File: src/rtl/sipo_pkg.sv
// Shared types and sizing helpers for the serial-to-parallel deserializer.
// SIPO_PARITY_EN (optional) widens the frame by one trailing even-parity bit.
package sipo_pkg;

    typedef enum logic {
        SHIFT = 1'b0,
        PEND  = 1'b1
    } state_t;

    // Frame length in accepted serial bits for a given word width.
    function automatic int frame_len(input int width);
`ifdef SIPO_PARITY_EN
        return width + 1;
`else
        return width;
`endif
    endfunction

    // Bit counter width; must hold frame_len-1.
    function automatic int cnt_width(input int width);
`ifdef SIPO_PARITY_EN
        return $clog2(width + 1);
`else
        return $clog2(width);
`endif
    endfunction

endpackage

File: src/rtl/sipo_bit_counter.sv
// Modulo-FRAME_LEN counter of accepted serial bits with a terminal-count flag.
module sipo_bit_counter #(
    parameter int FRAME_LEN = 8,
    parameter int CNT_W     = 3
) (
    input  logic             clk,
    input  logic             rst_n,
    input  logic             inc,
    output logic             last,
    output logic [CNT_W-1:0] count
);

    localparam logic [CNT_W-1:0] LAST_VAL = CNT_W'(FRAME_LEN - 1);

    assign last = (count == LAST_VAL);

    always_ff @(posedge clk or negedge rst_n) begin
        if (!rst_n) begin
            count <= '0;
        end else if (inc) begin
            count <= last ? '0 : count + CNT_W'(1);
        end
    end

endmodule

File: src/rtl/sipo_deserializer.sv
// Double-buffered serial-in/parallel-out front end feeding a pipo register stage.
// Define SIPO_PARITY_EN to append one even-parity bit per word and expose parity_err.
module sipo_deserializer
    import sipo_pkg::*;
#(
    parameter int WIDTH     = 8,
    parameter bit MSB_FIRST = 1'b1
) (
    input  logic             clk,
    input  logic             rst_n,
    input  logic             serial_in,
    input  logic             serial_valid,
    output logic             serial_ready,
    output logic [WIDTH-1:0] data_out,
    output logic             data_valid,
    input  logic             data_ready
`ifdef SIPO_PARITY_EN
    ,
    output logic             parity_err
`endif
);

    localparam int FRAME = frame_len(WIDTH);
    localparam int CNT_W = cnt_width(WIDTH);

    state_t             state;
    logic   [WIDTH-1:0] shift_reg;
    logic   [WIDTH-1:0] shift_next;
    logic   [WIDTH-1:0] word;
    logic   [CNT_W-1:0] bit_cnt;
    logic               last;
    logic               accept;
    logic               shift_en;
    logic               word_done;

    assign serial_ready = (state == SHIFT);
    assign accept       = serial_valid && serial_ready;
    assign word_done    = accept && last;

    always_comb begin
        shift_next = shift_reg;
        if (MSB_FIRST) begin
            shift_next = {shift_reg[WIDTH-2:0], serial_in};
        end else begin
            shift_next = {serial_in, shift_reg[WIDTH-1:1]};
        end
    end

`ifdef SIPO_PARITY_EN
    logic par_calc;
    logic par_pend;

    // The parity bit never enters shift_reg; the word is already complete when it arrives.
    assign shift_en = accept && !last;
    assign word     = shift_reg;
    assign par_calc = ^{shift_reg, serial_in};
`else
    assign shift_en = accept;
    assign word     = shift_next;
`endif

    sipo_bit_counter #(
        .FRAME_LEN (FRAME),
        .CNT_W     (CNT_W)
    ) u_bit_counter (
        .clk   (clk),
        .rst_n (rst_n),
        .inc   (accept),
        .last  (last),
        .count (bit_cnt)
    );

    always_ff @(posedge clk or negedge rst_n) begin
        if (!rst_n) begin
            state      <= SHIFT;
            shift_reg  <= '0;
            data_out   <= '0;
            data_valid <= 1'b0;
`ifdef SIPO_PARITY_EN
            parity_err <= 1'b0;
            par_pend   <= 1'b0;
`endif
        end else begin
            case (state)
                SHIFT: begin
                    if (shift_en) begin
                        shift_reg <= shift_next;
                    end
                    if (word_done) begin
                        if (!data_valid || data_ready) begin
                            data_out   <= word;
                            data_valid <= 1'b1;
`ifdef SIPO_PARITY_EN
                            parity_err <= par_calc;
`endif
                        end else begin
                            // Output slot still occupied: hold the word in shift_reg.
                            state <= PEND;
`ifdef SIPO_PARITY_EN
                            par_pend <= par_calc;
`endif
                        end
                    end else if (data_valid && data_ready) begin
                        data_valid <= 1'b0;
                    end
                end
                PEND: begin
                    if (data_ready) begin
                        data_out <= shift_reg;
                        state    <= SHIFT;
`ifdef SIPO_PARITY_EN
                        parity_err <= par_pend;
`endif
                    end
                end
                default: state <= SHIFT;
            endcase
        end
    end

    bit_cnt_range_a: assert property (@(posedge clk) disable iff (!rst_n)
        bit_cnt <= CNT_W'(FRAME - 1));

endmodule

File: config.mk
export PLATFORM = sky130hd
export DESIGN_NAME = sipo_deserializer
export DESIGN_NICKNAME = d
export VERILOG_FILES = /design/src/rtl/sipo_pkg.sv /design/src/rtl/sipo_bit_counter.sv /design/src/rtl/sipo_deserializer.sv
export SDC_FILE = /design/constraint.sdc
export NUM_CORES = 1
export LEC_CHECK = 0
export BUFFER_PORTS_ARGS = -buffer_cell sky130_fd_sc_hd__buf_2
export CORE_MARGIN = 10
export CORE_UTILIZATION = 45
export CTS_BUF_LIST = sky130_fd_sc_hd__clkbuf_8 sky130_fd_sc_hd__clkbuf_16
export DETAILED_ROUTE_END_ITERATION = 10
export GPL_ROUTABILITY_DRIVEN = 0
export GPL_TIMING_DRIVEN = 0
export PLACE_DENSITY = 0.76
export SLEW_MARGIN = 15
export SYNTH_ARGS = -nofsm -noshare
export SYNTH_HDL_FRONTEND = slang
export SYNTH_SLANG_ARGS = --single-unit
File: constraint.sdc
create_clock -name clk -period 1.6 [get_ports clk]
set_clock_uncertainty 0.1 [all_clocks]
set_input_delay 0.08 -clock clk [delete_from_list [all_inputs] [get_ports clk]]
set_output_delay 0.08 -clock clk [all_outputs]
set_load 0.05 [all_outputs]
==> run metrics, run 1 <==
status=complete, but fails checks; violated checks=negative setup slack; Synth area leaders=dfrtp_1 54%, mux2_2 22%, mux2_4 12%; Cells after DPL=104; share of cells above drive strength 1=0.635; combinational power share=0.469; Area growth syn-to-layout=21.5%; cell taking the most area after synthesis=dfrtp_1; Post-Syn Nets=70; power per cell area=~2000 nW/um^2; Clk Latency, worst-skew pair=260 ps; R2R setup slack=-100 ps; Tcrit/Tclk final=1.06; ANT cells=0; via density per instance=about 5.0; DRC errors left=0; Crit path buffers/inverters=0; drt pass-1 iters=2; Finished Core Util=0.589; main combinational cell family by area after synthesis=multiplexers; Clk pwr share=0.147; mux cell area share after synthesis=0.345; Yosys top cell area share=0.542; average size of a mapped cell=15.4 sq um; CTS tree=built; chip width=~66 microns; Final setup viols=8; first-pass GRT wire length=2900 microns; routed wire length=about 1700 microns; TritonCTS Buffers=3; area fraction in compound gates after synthesis=0.0245; switching share of power=0.398; Die H=66.4 microns; Clock transition at path regs=around 80 ps; clk buf depth=2; final net count=93; Synth Area in Simple Gates=0.0310; Initial DRC Count=32; Initial Util=0.484; max-cap violations=0; xor and xnor fraction of the mapped netlist area=0; Setup crit start kind=flip-flop; vias=around 560; Leak Pwr=0.000534 uW; Fin Hold WS=117 ps; root buffer cell=clkbuf_8; Crit. End Element=flip-flop; vias in the first global route=621; post-layout minimum cycle time=1700 ps; Peak VDD IR=around 0.90 mV; num ports=15; GR Overflow Total=0; Crit Path Category=reg2reg; maximum clock rate=0.589 GHz; Detail Route Antenna Nets=0; power share of the sequential group=0.383; final setup margin=-99.0 ps; P_int=between 1000 and 1500 uW; Synth Cell Area=970 sq um; crit path cell chain=ha_2 > ha_4 > and2_4 > o22a_4 > mux2_4; crit path DAT=1750 ps; Cell variety after synth=14; Slew Limit Fails=0; area share of fa/ha/maj cells after synthesis=0.0258; GRT Overall Usage=0.0843; core area=2000 sq um; Hold WC Path Type=in2reg; Yosys reg bits=21; YS warnings=0; RSZ-0062 raised after global routing=true; die area=4410 sq um; FP Rows=16; post-synthesis sequential area ratio=0.542; Fin. Hold Viols=0; initial antenna violation count=0; largest net degree at the start of global routing=22; Crit path required time=1650 ps; Max Fanout on Critical Path=8; CTS sink count=21; Worst Tran Pin Value=473 ps; H-tree depth=1; non-filler instance count after layout=112; Crit-path slowest cell=dfrtp_1; WL per Instance=15.0 microns; max incr delay on CP=between 300 and 400 ps; switching pwr=931 uW; Layout fillers=175; cell count after synthesis=63; PortBufs=14; Crit path max-delay family=flip-flops; Slew headroom=0.684
[synthesized netlist by cell type, drive strengths merged]
| cell type | instances |
|---|---|
| and2 | 1 |
| inv | 1 |
| a22o | 1 |
| and2b | 1 |
| nand2 | 2 |
| a21oi | 1 |
| dfrtp | 21 |
| nor2 | 2 |
| mux2 | 27 |
| o22a | 1 |
| buf | 3 |
| ha | 2 |
[metal layers]
layer / track usage / wire, microns / part of all wire / up-vias
met1: 0.0971 / 753 / 0.45 / 280
met3: 0.0271 / 113 / 0.067 / 4
li1: - / - / - / 266
met4: 0.0471 / 33 / 0.020 / 0
met5: 0 / 0 / 0 / -
met2: 0.134 / 784 / 0.47 / 13
[repair_timing]
action	CTS	global route
endpoints found under the hold margin	23	0
hold buffers	3	0
cloned	0	0
buffers inserted	1	1
setup endpoints to repair	8	8
resized for setup	1	0
[worst paths after layout]
| check | to | cells after the start | from |
|---|---|---|---|
| min in group asynchronous | data_out[7] | 2 | rst_n |
| min reg2reg | shift_reg[7] | 1 | shift_reg[7] |
| min | data_valid | 3 | serial_valid |
| max in group asynchronous | data_out[3] | 2 | rst_n |
| max reg2reg | data_out[2] | 5 | u_bit_counter.count[1] |
| max | data_out[2] | 5 | u_bit_counter.count[1] |
[cells in the final DEF (no fill, tap or decap)]
cell and instances:
clkinv_2 1, a22o_1 1, buf_6 1, ha_4 1, inv_1 1, and2b_2 1
clkbuf_8 3, buf_2 15, o22a_4 1, nor2_1 2, mux2_4 8, dlygate4sd3_1 3
nand2_1 2, a21oi_1 1, ha_2 1, buf_4 2, mux2_2 19, dfrtp_1 21
and2_4 1
[stage by stage]
step	cell area (sq um)	worst slack, ps	total power, uW	setup TNS, ps
2_1_floorplan	987	-92.3	1760	-738
3_3_place_gp	1090	-140	1950	-1100
3_5_place_dp	1090	-162	1990	-1280
4_1_cts	1170	-114	2370	-869
5_1_grt	1180	-141	2480	-1090
6_report	1180	-99.0	2340	-752
[kinds of logic after synthesis]
kind of cell / after synthesis
buffers and inverters: 4
AO/OA/AOI/OAI: 3
multiplexers: 27
AND/OR/NAND/NOR: 6
adder cells (fa/ha/maj): 2
flip-flops: 21
[power groups by stage]
stage,clock network [uW],registers [uW],logic (uW)
2_1_floorplan,0,1270,481
3_3_place_gp,0,897,1060
3_5_place_dp,0,908,1080
4_1_cts,358,903,1110
5_1_grt,374,936,1170
6_report,345,897,1100
[final cells by class]
class	instances	area, sq um	area share
buffer	2	16.3	0.0138
clock buffer	3	41.3	0.0350
inverter	1	3.75	0.00318
timing repair buffer	19	115	0.0977
clock inverter	1	5.00	0.00425
sequential	21	526	0.446
tap	27	33.8	0.0287
multi-input combinational	38	438	0.372
[worst reg2reg max path: stages (launching register included)]
cell and delay [ps]:
dfrtp_1 380, ha_2 200, ha_4 150, and2_4 140
o22a_4 300, mux2_4 320
(Power assumes the default switching activity.)
==> run 2, diff against run 1 <==
--- a/config.mk
+++ b/config.mk
@@ -5,6 +5,7 @@
 export SDC_FILE = /design/constraint.sdc
 export NUM_CORES = 1
 export LEC_CHECK = 0
+export ABC_CLOCK_PERIOD_IN_PS = 1400
 export BUFFER_PORTS_ARGS = -buffer_cell sky130_fd_sc_hd__buf_2
 export CORE_MARGIN = 10
 export CORE_UTILIZATION = 45
==> constraint.sdc (replaced) <==
create_clock -name clk -period 1.4 [get_ports clk]
set_clock_uncertainty 0.1 [all_clocks]
set_input_delay 0.07 -clock clk [delete_from_list [all_inputs] [get_ports clk]]
set_output_delay 0.07 -clock clk [all_outputs]
set_load 0.05 [all_outputs]
==> run 2 against run 1 <==
Routed wire length rose by 0.30%. Maximum frequency barely moved. Setup slack got worse by 200 ps. Critical path depth did not move. Worst hold slack got worse by 9.0 ps. Sequential power rose by 15%. Non-clock buffer count fell by 1. Die area did not move. Highest routed layer unchanged. Global-route usage barely moved. The run still ends with negative setup slack left. Clock power rose by 14%. First-iteration DRC count fell by 9.4%.
==> run metrics, run 2 (synthesized netlist as in run 1, its figures left out) <==
core area=~2000 sq um; Tcrit/Tclk final=1.21; TritonCTS Buffers=3; Crit path required time=about 1500 ps; area post-placement=1090 sq um; Tot Pwr=2670 uW; crit path DAT=~1800 ps; Clock transition at path regs=70 ps; WL per Instance=~15 microns; final setup margin=-298 ps; Hold WC Path Type=in2reg; Fin. Hold Viols=0; post-layout minimum cycle time=1700 ps; Finished Core Util=0.588; maximum clock rate=0.589 GHz; num ports=15; vias=552; Detail Route Antenna Nets=0; Crit. End Element=flip-flop; Area growth syn-to-layout=21.3%; Slew Limit Fails=0; violated checks=negative setup slack; pre-CTS WS=-362 ps; final net count=92; largest net degree at the start of global routing=22; via density per instance=between 4 and 5; footprint of the multi-input gates=438 sq um; share of cells above drive strength 1=0.631; max incr delay on CP=approximately 380 ps; Initial Util=0.484; PortBufs=14; non-filler instance count after layout=111; Final setup viols=8; CTS tree=built; GRT Overall Usage=0.0846; initial antenna violation count=0; max-cap violations=0; die area=4410 sq um; Initial DRC Count=29; drt pass-1 iters=2; vias in the first global route=612; DRC errors left=0; ANT cells=0; Max Fanout on Critical Path=8; Clk Latency, worst-skew pair=260 ps; clk buf depth=2; Cells after DPL=104; Crit-path slowest cell=dfrtp_1; Worst Tran Pin Value=475 ps; routed wire length=around 1700 microns; Setup crit start kind=flip-flop; commonest non-fill, non-tap cells in the layout=21 x dfrtp_1, 19 x mux2_2, 13 x buf_2, 8 x mux2_4; Crit Path Category=reg2reg; status=complete, but fails checks; CTS sink count=21; FP Rows=16; Leak Pwr=0.000532 uW; chip width=around 66 microns; post-route cell area=between 1000 and 1500 sq um; crit path cell chain=ha_2 > ha_4 > and2_4 > o22a_4 > mux2_4; H-tree depth=1; commonest non-fill, non-tap cell in the layout=dfrtp_1; Layout fillers=174; register area=~530 sq um; root buffer cell=clkbuf_8; RSZ-0062 raised after global routing=true; Die H=between 60 and 70 microns; Slew headroom=0.684; first-pass GRT wire length=2910 microns; GR Overflow Total=0; Peak VDD IR=approximately 1.0 mV; power per cell area=2270 nW/um^2
[run 2: changes by cell type in the layout (fill, tap and decap cells not counted), sizes merged]
cell  before  now
buf       18   17
[run 2: area by class of cell]
cell class	count	area share
sequential	21	0.447
multi-input combinational	38	0.372
timing repair buffer	19	0.100
clock buffer	3	0.0351
tap	27	0.0287
buffer	1	0.00957
clock inverter	1	0.00426
inverter	1	0.00319
[run 2: path summary, 6_finish.rpt]
check / from / endpoint / slack [ps] / cells past startpoint
worst min-delay path: serial_valid / data_valid / 110 / 3
max in group asynchronous: rst_n / data_out[3] / 680 / 2
worst max register to register: u_bit_counter.count[1] / data_out[2] / -300 / 5
worst min register to register: shift_reg[7] / shift_reg[7] / 410 / 1
worst max-delay path: u_bit_counter.count[1] / data_out[2] / -300 / 5
min in group asynchronous: rst_n / data_out[7] / 190 / 2
[run 2: critical path: cells and delay by family (launching register included)]
family                   cells  cell delay (ps)
AO/OA/AOI/OAI                1              300
adder cells (fa/ha/maj)      2              350
flip-flops                   1              380
multiplexers                 1              320
AND/OR/NAND/NOR              1              140
[run 2: repair_timing]
item                                   in CTS  in global routing
endpoints found under the hold margin      23                  0
setup endpoints to repair                  18                 20
buffers inserted                            1                  1
gates resized for setup                     1                  2
hold buffers                                3                  0
[run 2: per-layer routing]
layer,wire (microns),GRT usage,up-vias
met3,114,0.0271,4
met2,779,0.132,13
met5,0,0,-
met4,32,0.0471,0
met1,763,0.100,272
li1,-,-,263
[run 2: power by group]
| part | internal (uW) | switching, uW | total, uW |
|---|---|---|---|
| clock | 198 | 195 | 394 |
| combinational | 552 | 704 | 1260 |
| sequential | 860 | 165 | 1030 |
| total | 1610 | 1060 | 2670 |
[run 2: metrics by stage]
| stage | setup TNS [ps] | hold slack [ps] |
|---|---|---|
| floorplan | -2340 | -326 |
| global placement | -2940 | -48.9 |
| detailed placement | -3320 | -47.6 |
| CTS | -2470 | 102 |
| global route | -2970 | 138 |
| finish | -2350 | 108 |
